`src/rtl/mem_port_arbiter.sv`:
```
// rtl/mem_port_arbiter.sv - CPU/loader arbiter for the unified single-port memory
// Define MEM_ARB_ROUND_ROBIN_EN for round-robin tie-breaking; the default gives the CPU fixed priority.
module mem_port_arbiter #(
  parameter int                ADDR_W         = 32,
  parameter int                DATA_W         = 32,
  parameter logic [ADDR_W-1:0] LDR_ADDR_LIMIT = 'h400
) (
  input  logic              clk,
  input  logic              reset,
  input  logic              cpu_req,
  input  logic              cpu_we,
  input  logic [ADDR_W-1:0] cpu_addr,
  input  logic [DATA_W-1:0] cpu_wdata,
  output logic              cpu_ack,
  output logic [DATA_W-1:0] cpu_rdata,
  input  logic              ldr_req,
  input  logic              ldr_we,
  input  logic [ADDR_W-1:0] ldr_addr,
  input  logic [DATA_W-1:0] ldr_wdata,
  output logic              ldr_ack,
  output logic              ldr_err,
  output logic [DATA_W-1:0] ldr_rdata,
  output logic [ADDR_W-1:0] mem_addr,
  output logic [DATA_W-1:0] mem_wdata,
  output logic              mem_read,
  output logic              mem_write,
  input  logic [DATA_W-1:0] mem_rdata
);

`ifdef MEM_ARB_ROUND_ROBIN_EN
  localparam bit ROUND_ROBIN = 1'b1;
`else
  localparam bit ROUND_ROBIN = 1'b0;
`endif

  typedef enum logic [1:0] {IDLE, ACCESS, RESP} state_t;

  state_t            state;
  logic              win_ldr;
  logic              last_ldr;
  logic              lat_we;
  logic              lat_rej;
  logic              pick_ldr;
  logic              sel_we;
  logic [ADDR_W-1:0] sel_addr;
  logic [DATA_W-1:0] sel_wdata;
  logic              sel_rej;

  // On a tie, round-robin favours whoever did not win last; fixed mode always picks the CPU.
  always_comb begin
    pick_ldr = 1'b0;
    if (ldr_req && !cpu_req)
      pick_ldr = 1'b1;
    else if (ldr_req && cpu_req)
      pick_ldr = ROUND_ROBIN ? !last_ldr : 1'b0;
  end

  assign sel_we    = pick_ldr ? ldr_we    : cpu_we;
  assign sel_addr  = pick_ldr ? ldr_addr  : cpu_addr;
  assign sel_wdata = pick_ldr ? ldr_wdata : cpu_wdata;
  assign sel_rej   = pick_ldr && (ldr_addr >= LDR_ADDR_LIMIT);

  always_ff @(posedge clk or posedge reset) begin
    if (reset) begin
      state     <= IDLE;
      win_ldr   <= 1'b0;
      last_ldr  <= 1'b1;
      lat_we    <= 1'b0;
      lat_rej   <= 1'b0;
      cpu_ack   <= 1'b0;
      cpu_rdata <= '0;
      ldr_ack   <= 1'b0;
      ldr_err   <= 1'b0;
      ldr_rdata <= '0;
      mem_addr  <= '0;
      mem_wdata <= '0;
      mem_read  <= 1'b0;
      mem_write <= 1'b0;
    end else begin
      case (state)
        IDLE: begin
          if (cpu_req || ldr_req) begin
            win_ldr  <= pick_ldr;
            last_ldr <= pick_ldr;
            lat_we   <= sel_we;
            lat_rej  <= sel_rej;
            state    <= ACCESS;
            // A rejected loader access still spends the ACCESS cycle so ack latency is uniform.
            if (!sel_rej) begin
              mem_addr  <= sel_addr;
              mem_wdata <= sel_wdata;
              mem_read  <= !sel_we;
              mem_write <= sel_we;
            end
          end
        end
        ACCESS: begin
          mem_read  <= 1'b0;
          mem_write <= 1'b0;
          state     <= RESP;
          if (win_ldr) begin
            ldr_ack <= 1'b1;
            ldr_err <= lat_rej;
            if (lat_rej)
              ldr_rdata <= '0;
            else if (!lat_we)
              ldr_rdata <= mem_rdata;
          end else begin
            cpu_ack <= 1'b1;
            if (!lat_we)
              cpu_rdata <= mem_rdata;
          end
        end
        RESP: begin
          cpu_ack <= 1'b0;
          ldr_ack <= 1'b0;
          ldr_err <= 1'b0;
          state   <= IDLE;
        end
        default: state <= IDLE;
      endcase
    end
  end

endmodule

```
`config.mk`:
```
export PLATFORM = sky130hd
export DESIGN_NAME = mem_port_arbiter
export DESIGN_NICKNAME = d
export VERILOG_FILES = /design/src/rtl/mem_port_arbiter.sv
export SDC_FILE = /design/constraint.sdc
export NUM_CORES = 1
export LEC_CHECK = 0
export CAP_MARGIN = 20
export CELL_PAD_IN_SITES_DETAIL_PLACEMENT = 1
export CELL_PAD_IN_SITES_GLOBAL_PLACEMENT = 2
export CORE_ASPECT_RATIO = 2
export CORE_MARGIN = 2
export CORE_UTILIZATION = 23
export CTS_CLUSTER_SIZE = 25
export DETAILED_ROUTE_END_ITERATION = 8
export PLACE_DENSITY_LB_ADDON = 0.08
export RECOVER_POWER = 25
export SLEW_MARGIN = 5
export SYNTH_ARGS = -nofsm -noshare
export SYNTH_HDL_FRONTEND = slang
export SYNTH_SLANG_ARGS = --single-unit
```
`constraint.sdc`:
```
create_clock -name clk -period 5.95 [get_ports clk]
set_input_delay 1.19 -clock clk [delete_from_list [all_inputs] [get_ports clk]]
set_output_delay 1.19 -clock clk [all_outputs]
set_load 0.03 [all_outputs]
```
==> flow_metrics.env, run 1 <==
export IMPL_status="complete, but fails checks"
export IMPL_violations="max-capacitance violations, max-slew violations"
export IMPL_hpwl_um=16500
export IMPL_min_from="cpu_rdata[23]"
export IMPL_p_leak_uw=0.00381
export IMPL_clk_pin_slew_worst_paths_ns=0.06
export IMPL_rsz0062_at_grt="no"
export IMPL_intPower_uw=3380
export IMPL_r2r_slack_ns=2.89
export IMPL_initial_core_util=0.234
export IMPL_grt_max_degree=100
export IMPL_vias_per_cell=4.68
export IMPL_power_uw=5770
export IMPL_final_max_slew_viol_count=66
export IMPL_synth_cell_type_count=35
export IMPL_wl_um=23100
export IMPL_p_sw_uw=2390
export IMPL_syn_avg_cell_area_um2=11.0
export IMPL_synth_area_top_cells="dfrtp_1 59%, nor2_1 8.4%, a211oi_1 8.3%"
export IMPL_grt_pass1_vias=6136
export IMPL_p_per_area_nw_per_um2=591
export IMPL_drt_first_pass_iters=7
export IMPL_holdPathEnd="cpu_rdata[23]"
export IMPL_ir_drop_mv=0.195
export IMPL_worst_slew_pin_slew_ns=1.94
export IMPL_netlist_area_um2=5880
export IMPL_fp_row_count=82
export IMPL_slew_headroom=-0.295
export IMPL_drive_gt1_frac=0.0905
export IMPL_area_delta_synth_final_pct=66.0
export IMPL_sw_frac_of_total=0.414
export IMPL_clockPowerShare=0.198
export IMPL_finalHoldViolCount=0
export IMPL_hold_path_class="reg -> reg"
export IMPL_cts_tree="built"
export IMPL_synth_flop_cell="dfrtp_1"
export IMPL_ios=299
export IMPL_gp_congestion=0.775
export IMPL_post_drt_wl_per_cell_um=19.8
export IMPL_antenna_found_initial=2
export IMPL_finalSetupViolations=0
export IMPL_vias=5455
export IMPL_arrival_ns=3.95
export IMPL_fin_setup_tns_ns=0
export IMPL_fin_nets=982
export IMPL_fin_cells=1166
export IMPL_p_seq_frac=0.298
export IMPL_skew_ns=0.00897
export IMPL_pre_cts_ws_ns=1.85
export IMPL_r2r_end="cpu_rdata[17]"
export IMPL_yosys_register_bits=138
export IMPL_postCtsSetupRepairBufs=0
export IMPL_maxCapViolations=2
export IMPL_r2r_start="state[1]"
export IMPL_fillers=2761
export IMPL_min_period_over_period=0.609
export IMPL_seq_area_frac_synth=0.587
export IMPL_gr_total_overflow=0
export IMPL_synth_edf_count=0
export IMPL_hold_path_depth=1
export IMPL_clk_latency_ns=0.43
export IMPL_io_buffers=298
export IMPL_min_period_ns=3.62
export IMPL_dp_cells=1133
export IMPL_layout_setup_ws_ns=2.33
export IMPL_syn_inst=537
export IMPL_cts_sink_count=138
export IMPL_fmax_mhz=276
export IMPL_grt_pass1_wl_um=34700
export IMPL_die_w_um=117
export IMPL_cts_buffers=17
export IMPL_clockRootBuffer="clkbuf_16"
export IMPL_crit_type="in -> reg"
export IMPL_postCtsHoldBufs=0
export IMPL_yosysWarnings=0
export IMPL_htree_levels=4
export IMPL_drc_errors=0
export IMPL_syn_num_nets=703
export IMPL_cts_resized=0
export IMPL_core_um2=25100
export IMPL_drt_iter0_drc=165
export IMPL_die_h_um=230
export IMPL_ant_nets=0
export IMPL_grt_util_all_layers=0.172
export IMPL_ff2ff_path_depth=4
export IMPL_start_kind="primary input"
export IMPL_dieArea_um2=26900
export IMPL_cts_max_path_buffers=2
export IMPL_synth_top_area_frac=0.587
export IMPL_endpoint_kind="flip-flop"
export IMPL_synth_top_area_cell="dfrtp_1"
export IMPL_cp_max_fo=47
export IMPL_crit_required_ns=6.27
export IMPL_combPwrFrac=0.504
export IMPL_async_flop_share=1.00
state kept, by name, indices dropped and copies added, names as in the netlist:
signal     count
cpu_ack        1
cpu_rdata     32
lat_rej        1
lat_we         1
ldr_ack        1
ldr_err        1
ldr_rdata     32
mem_addr      32
mem_read       1
mem_wdata     32
mem_write      1
state          2
win_ldr        1
placed cells by master (no fill, tap or decap), drive strengths merged, types with 2 or more instances in the layout:
cell | Yosys | layout
nor2b | 2 | 2
o21ai | 6 | 6
inv | 6 | 8
a211oi | 65 | 65
dfrtp | 138 | 138
nand2b | 3 | 3
nor3 | 2 | 2
clkinv | 0 | 5
dlygate4sd3 | 0 | 2
nor4 | 47 | 47
bufinv | 0 | 4
buf | 20 | 8
clkbuf | 28 | 20
a21oi | 3 | 3
a22o | 32 | 32
clkdlybuf4s50 | 0 | 296
nor2 | 133 | 133
clkinvlp | 0 | 3
mux2 | 32 | 32
nand2 | 6 | 6
logic make-up (layout without fill, tap and decap cells):
family / Yosys count / count (layout) / share of synthesized area
DFF: 138 / 138 / 0.587
and+or+nand+nor: 200 / 200 / 0.158
buffers and inverters: 54 / 346 / 0.0459
muxes: 33 / 33 / 0.0630
AOI/OAI and AO/OA: 112 / 112 / 0.146
other: 0 / 1 / 0
synthesized netlist by cell type, drive strengths merged, types with 2 or more instances:
library cell / instances
clkbuf: 28
a21oi: 3
dfrtp: 138
nand2b: 3
a22o: 32
o21ai: 6
nand2: 6
nor2b: 2
nor2: 133
nor4: 47
inv: 6
mux2: 32
a211oi: 65
buf: 20
nor3: 2
per-layer routing:
metal,GRT usage,vias up,routed length (um)
li1,-,2502,-
met1,0.172,2692,8250
met2,0.312,222,12300
met3,0.0564,39,1580
met4,0.0816,0,889
met5,0,-,0
final cells by class:
class                           instances  area (um^2)  share of cell area
Sequential cell                       138         3450               0.354
Timing Repair Buffer                  308         3050               0.312
Multi-Input combinational cell        345         2180               0.224
Clock buffer                           18          429              0.0440
Tap cell                              336          420              0.0431
Clock inverter                         14          196              0.0201
Inverter                                6         27.5             0.00282
Antenna cell                            1         2.50            0.000256
worst max-delay path by stage:
stage	startpoint	endpoint	slack, ns	cells after the start
after floorplan	reset	cpu_ack	1.06	1
after global placement	ldr_addr[25]	mem_wdata[0]	1.95	7
after detailed placement	ldr_addr[25]	mem_wdata[18]	1.85	7
after CTS	ldr_addr[25]	mem_wdata[17]	2.31	7
after global routing	ldr_addr[25]	mem_wdata[28]	2.21	7
final	ldr_addr[25]	mem_wdata[17]	2.33	7
power groups by stage:
stage	sequential (uW)	combinational [uW]	clock, uW
global placement	1720	2910	0
CTS	1730	2960	1180
floorplan	2550	784	0
detailed placement	1740	2950	0
global route	1780	3090	1210
finish	1720	2910	1140
critical path: stages:
cell and delay (ns):
clkdlybuf4s50_1 0.40, nor4_1 0.32, nand4_1 0.13, buf_4 0.32, or3_2 0.85, buf_4 0.40, a211oi_1 0.30
stage by stage:
| step | utilization | hold slack [ns] | instance area [um^2] |
|---|---|---|---|
| after CTS | 0.389 | 0.490 | 9770 |
| after floorplan | - | 0.529 | 5880 |
| after global placement | 0.364 | 0.469 | 9140 |
| after global routing | 0.388 | 0.491 | 9760 |
| after detailed placement | 0.364 | 0.476 | 9140 |
| final | 0.388 | 0.489 | 9760 |
Power figures use the tool's default switching activity.
==> inputs of run 2 (changes only) <==
==> constraint.sdc (replaced) <==
create_clock -name clk -period 3.7 [get_ports clk]
set_input_delay 0.74 -clock clk [delete_from_list [all_inputs] [get_ports clk]]
set_output_delay 0.74 -clock clk [all_outputs]
set_load 0.03 [all_outputs]
==> run 2 against run 1 <==
The run now ends clean. Wire length is 1.8% higher. Utilization is 0.11 points higher. Combinational power is 62% higher. Clock power is 53% higher. Largest cell class unchanged. Cell area is 0.29% higher. Non-clock buffer count is 5 higher. Final cell count is 0.26% higher. Global-route usage is 0.59 points higher. Highest routed layer unchanged. Critical path depth is 3 lower. Sequential share of layout area is 0.10 points lower.
==> flow_metrics.env, run 2 (synthesized netlist as in run 1, its figures left out) <==
export IMPL_status="complete, no violations"
export IMPL_final_common_cell="clkdlybuf4s50_1"
export IMPL_p_seq_frac=0.299
export IMPL_clk_latency_ns=0.43
export IMPL_min_period_over_period=0.692
export IMPL_endpoint_kind="async pin"
export IMPL_core_um2=25100
export IMPL_finalHoldViolCount=0
export IMPL_vias_per_cell=4.66
export IMPL_hold_worst_slack_ns=0.487
export IMPL_crit_type="in -> async"
export IMPL_finalSetupViolations=0
export IMPL_n_antenna_cell=0
export IMPL_area_delta_synth_final_pct=66.5
export IMPL_cts_buffers=17
export IMPL_postCtsSetupRepairBufs=0
export IMPL_ios=299
export IMPL_skew_ns=0.00749
export IMPL_clk_pin_slew_worst_paths_ns=0.05
export IMPL_combPwrFrac=0.512
export IMPL_vias=5442
export IMPL_rsz0062_at_grt="no"
export IMPL_slew_headroom=0.144
export IMPL_ant_nets=0
export IMPL_layout_setup_ws_ns=1.14
export IMPL_intPower_uw=5430
export IMPL_cts_resized=0
export IMPL_dp_cells=1137
export IMPL_drc_errors=0
export IMPL_hold_path_class="reg -> reg"
export IMPL_p_sw_uw=3790
export IMPL_maxCapViolations=0
export IMPL_clockPowerShare=0.189
export IMPL_worst_slew_pin_slew_ns=1.28
export IMPL_die_h_um=230
export IMPL_start_kind="primary input"
export IMPL_fin_cells=1169
export IMPL_final_max_slew_viol_count=0
export IMPL_grt_max_degree=68
export IMPL_cts_max_path_buffers=2
export IMPL_fp_row_count=82
export IMPL_post_drt_wl_per_cell_um=20.1
export IMPL_postCtsHoldBufs=0
export IMPL_cts_sink_count=138
export IMPL_grt_pass1_wl_um=35900
export IMPL_sw_frac_of_total=0.411
export IMPL_crit_required_ns=4.03
export IMPL_arrival_ns=2.89
export IMPL_dieArea_um2=26900
export IMPL_grt_pass1_vias=6302
export IMPL_min_period_ns=2.56
export IMPL_htree_levels=4
export IMPL_fmax_mhz=391
export IMPL_initial_core_util=0.234
export IMPL_fin_setup_tns_ns=0
export IMPL_p_leak_uw=0.00384
export IMPL_drt_iter0_drc=241
export IMPL_gr_total_overflow=0
export IMPL_grt_util_all_layers=0.178
export IMPL_die_w_um=117
export IMPL_wl_um=23500
export IMPL_cp_max_fo=49
export IMPL_fin_area_um2=9790
export IMPL_pre_cts_ws_ns=0.744
export IMPL_p_per_area_nw_per_um2=941
export IMPL_clockRootBuffer="clkbuf_16"
export IMPL_gp_congestion=0.755
export IMPL_drt_first_pass_iters=4
export IMPL_antenna_found_initial=1
export IMPL_ir_drop_mv=0.400
export IMPL_io_buffers=298
export IMPL_placed_area_um2=9210
export IMPL_cts_tree="built"
export IMPL_final_cell_mix="297 x clkdlybuf4s50_1, 138 x dfrtp_1, 132 x nor2_1, 65 x a211oi_1, 47 x nor4_1"
export IMPL_hpwl_um=17100
export IMPL_fin_nets=987
export IMPL_drive_gt1_frac=0.0948
==> run 2: changes by cell type in the layout (fill, tap and decap cells not counted), sizes merged <==
cell and delta:
clkdlybuf4s50 +1, clkbuf +5, clkinv -1, clkinvlp -1
bufinv -1, dlygate4sd3 -1, diode -1, inv -3
buf +5
==> run 2: per-stage QoR <==
| step | power [uW] | utilization |
|---|---|---|
| after floorplan | 5350 | - |
| after global placement | 7480 | 0.366 |
| after detailed placement | 7570 | 0.366 |
| after CTS | 9380 | 0.390 |
| after global routing | 9730 | 0.390 |
| final | 9220 | 0.390 |
==> run 2: routing by layer <==
metal | vias up | part of all wire | track usage
met1 | 2682 | 0.34 | 0.175
li1 | 2499 | - | -
met2 | 224 | 0.56 | 0.335
met3 | 37 | 0.066 | 0.0567
met4 | 0 | 0.030 | 0.0699
met5 | - | 0 | 0
==> run 2: power groups by stage <==
stage               Combinational, uW  Clock [uW]  Sequential, uW
floorplan                        1260           0            4090
global placement                 4720           0            2760
detailed placement               4790           0            2780
CTS                              4800        1810            2770
global route                     5010        1870            2860
finish                           4720        1740            2750
==> run 2: worst paths after layout <==
| kind | startpoint | end | slack, ns | depth (start not counted) |
|---|---|---|---|---|
| max | reset | cpu_rdata[27] | 1.14 | 4 |
| min | cpu_rdata[23] | cpu_rdata[23] | 0.49 | 1 |
| max reg2reg | state[0] | mem_write | 1.52 | 4 |
| min reg2reg | cpu_rdata[23] | cpu_rdata[23] | 0.49 | 1 |
| max in group clk | cpu_req | mem_write | 1.21 | 5 |
| min in group asynchronous | reset | cpu_rdata[30] | 0.73 | 2 |
==> run 2: layout make-up <==
class	count	area (um^2)
Fill cell	2768	15300
Sequential cell	138	3450
Timing Repair Buffer	313	3120
Multi-Input combinational cell	345	2180
Clock buffer	23	478
Tap cell	336	420
Clock inverter	8	118
Inverter	6	23.8
==> run 2: worst max-delay path, cell delays in order <==
cell           delay, ns
dlygate4sd3_1       0.54
clkinvlp_2          0.28
buf_12              0.27
clkbuf_2            0.99
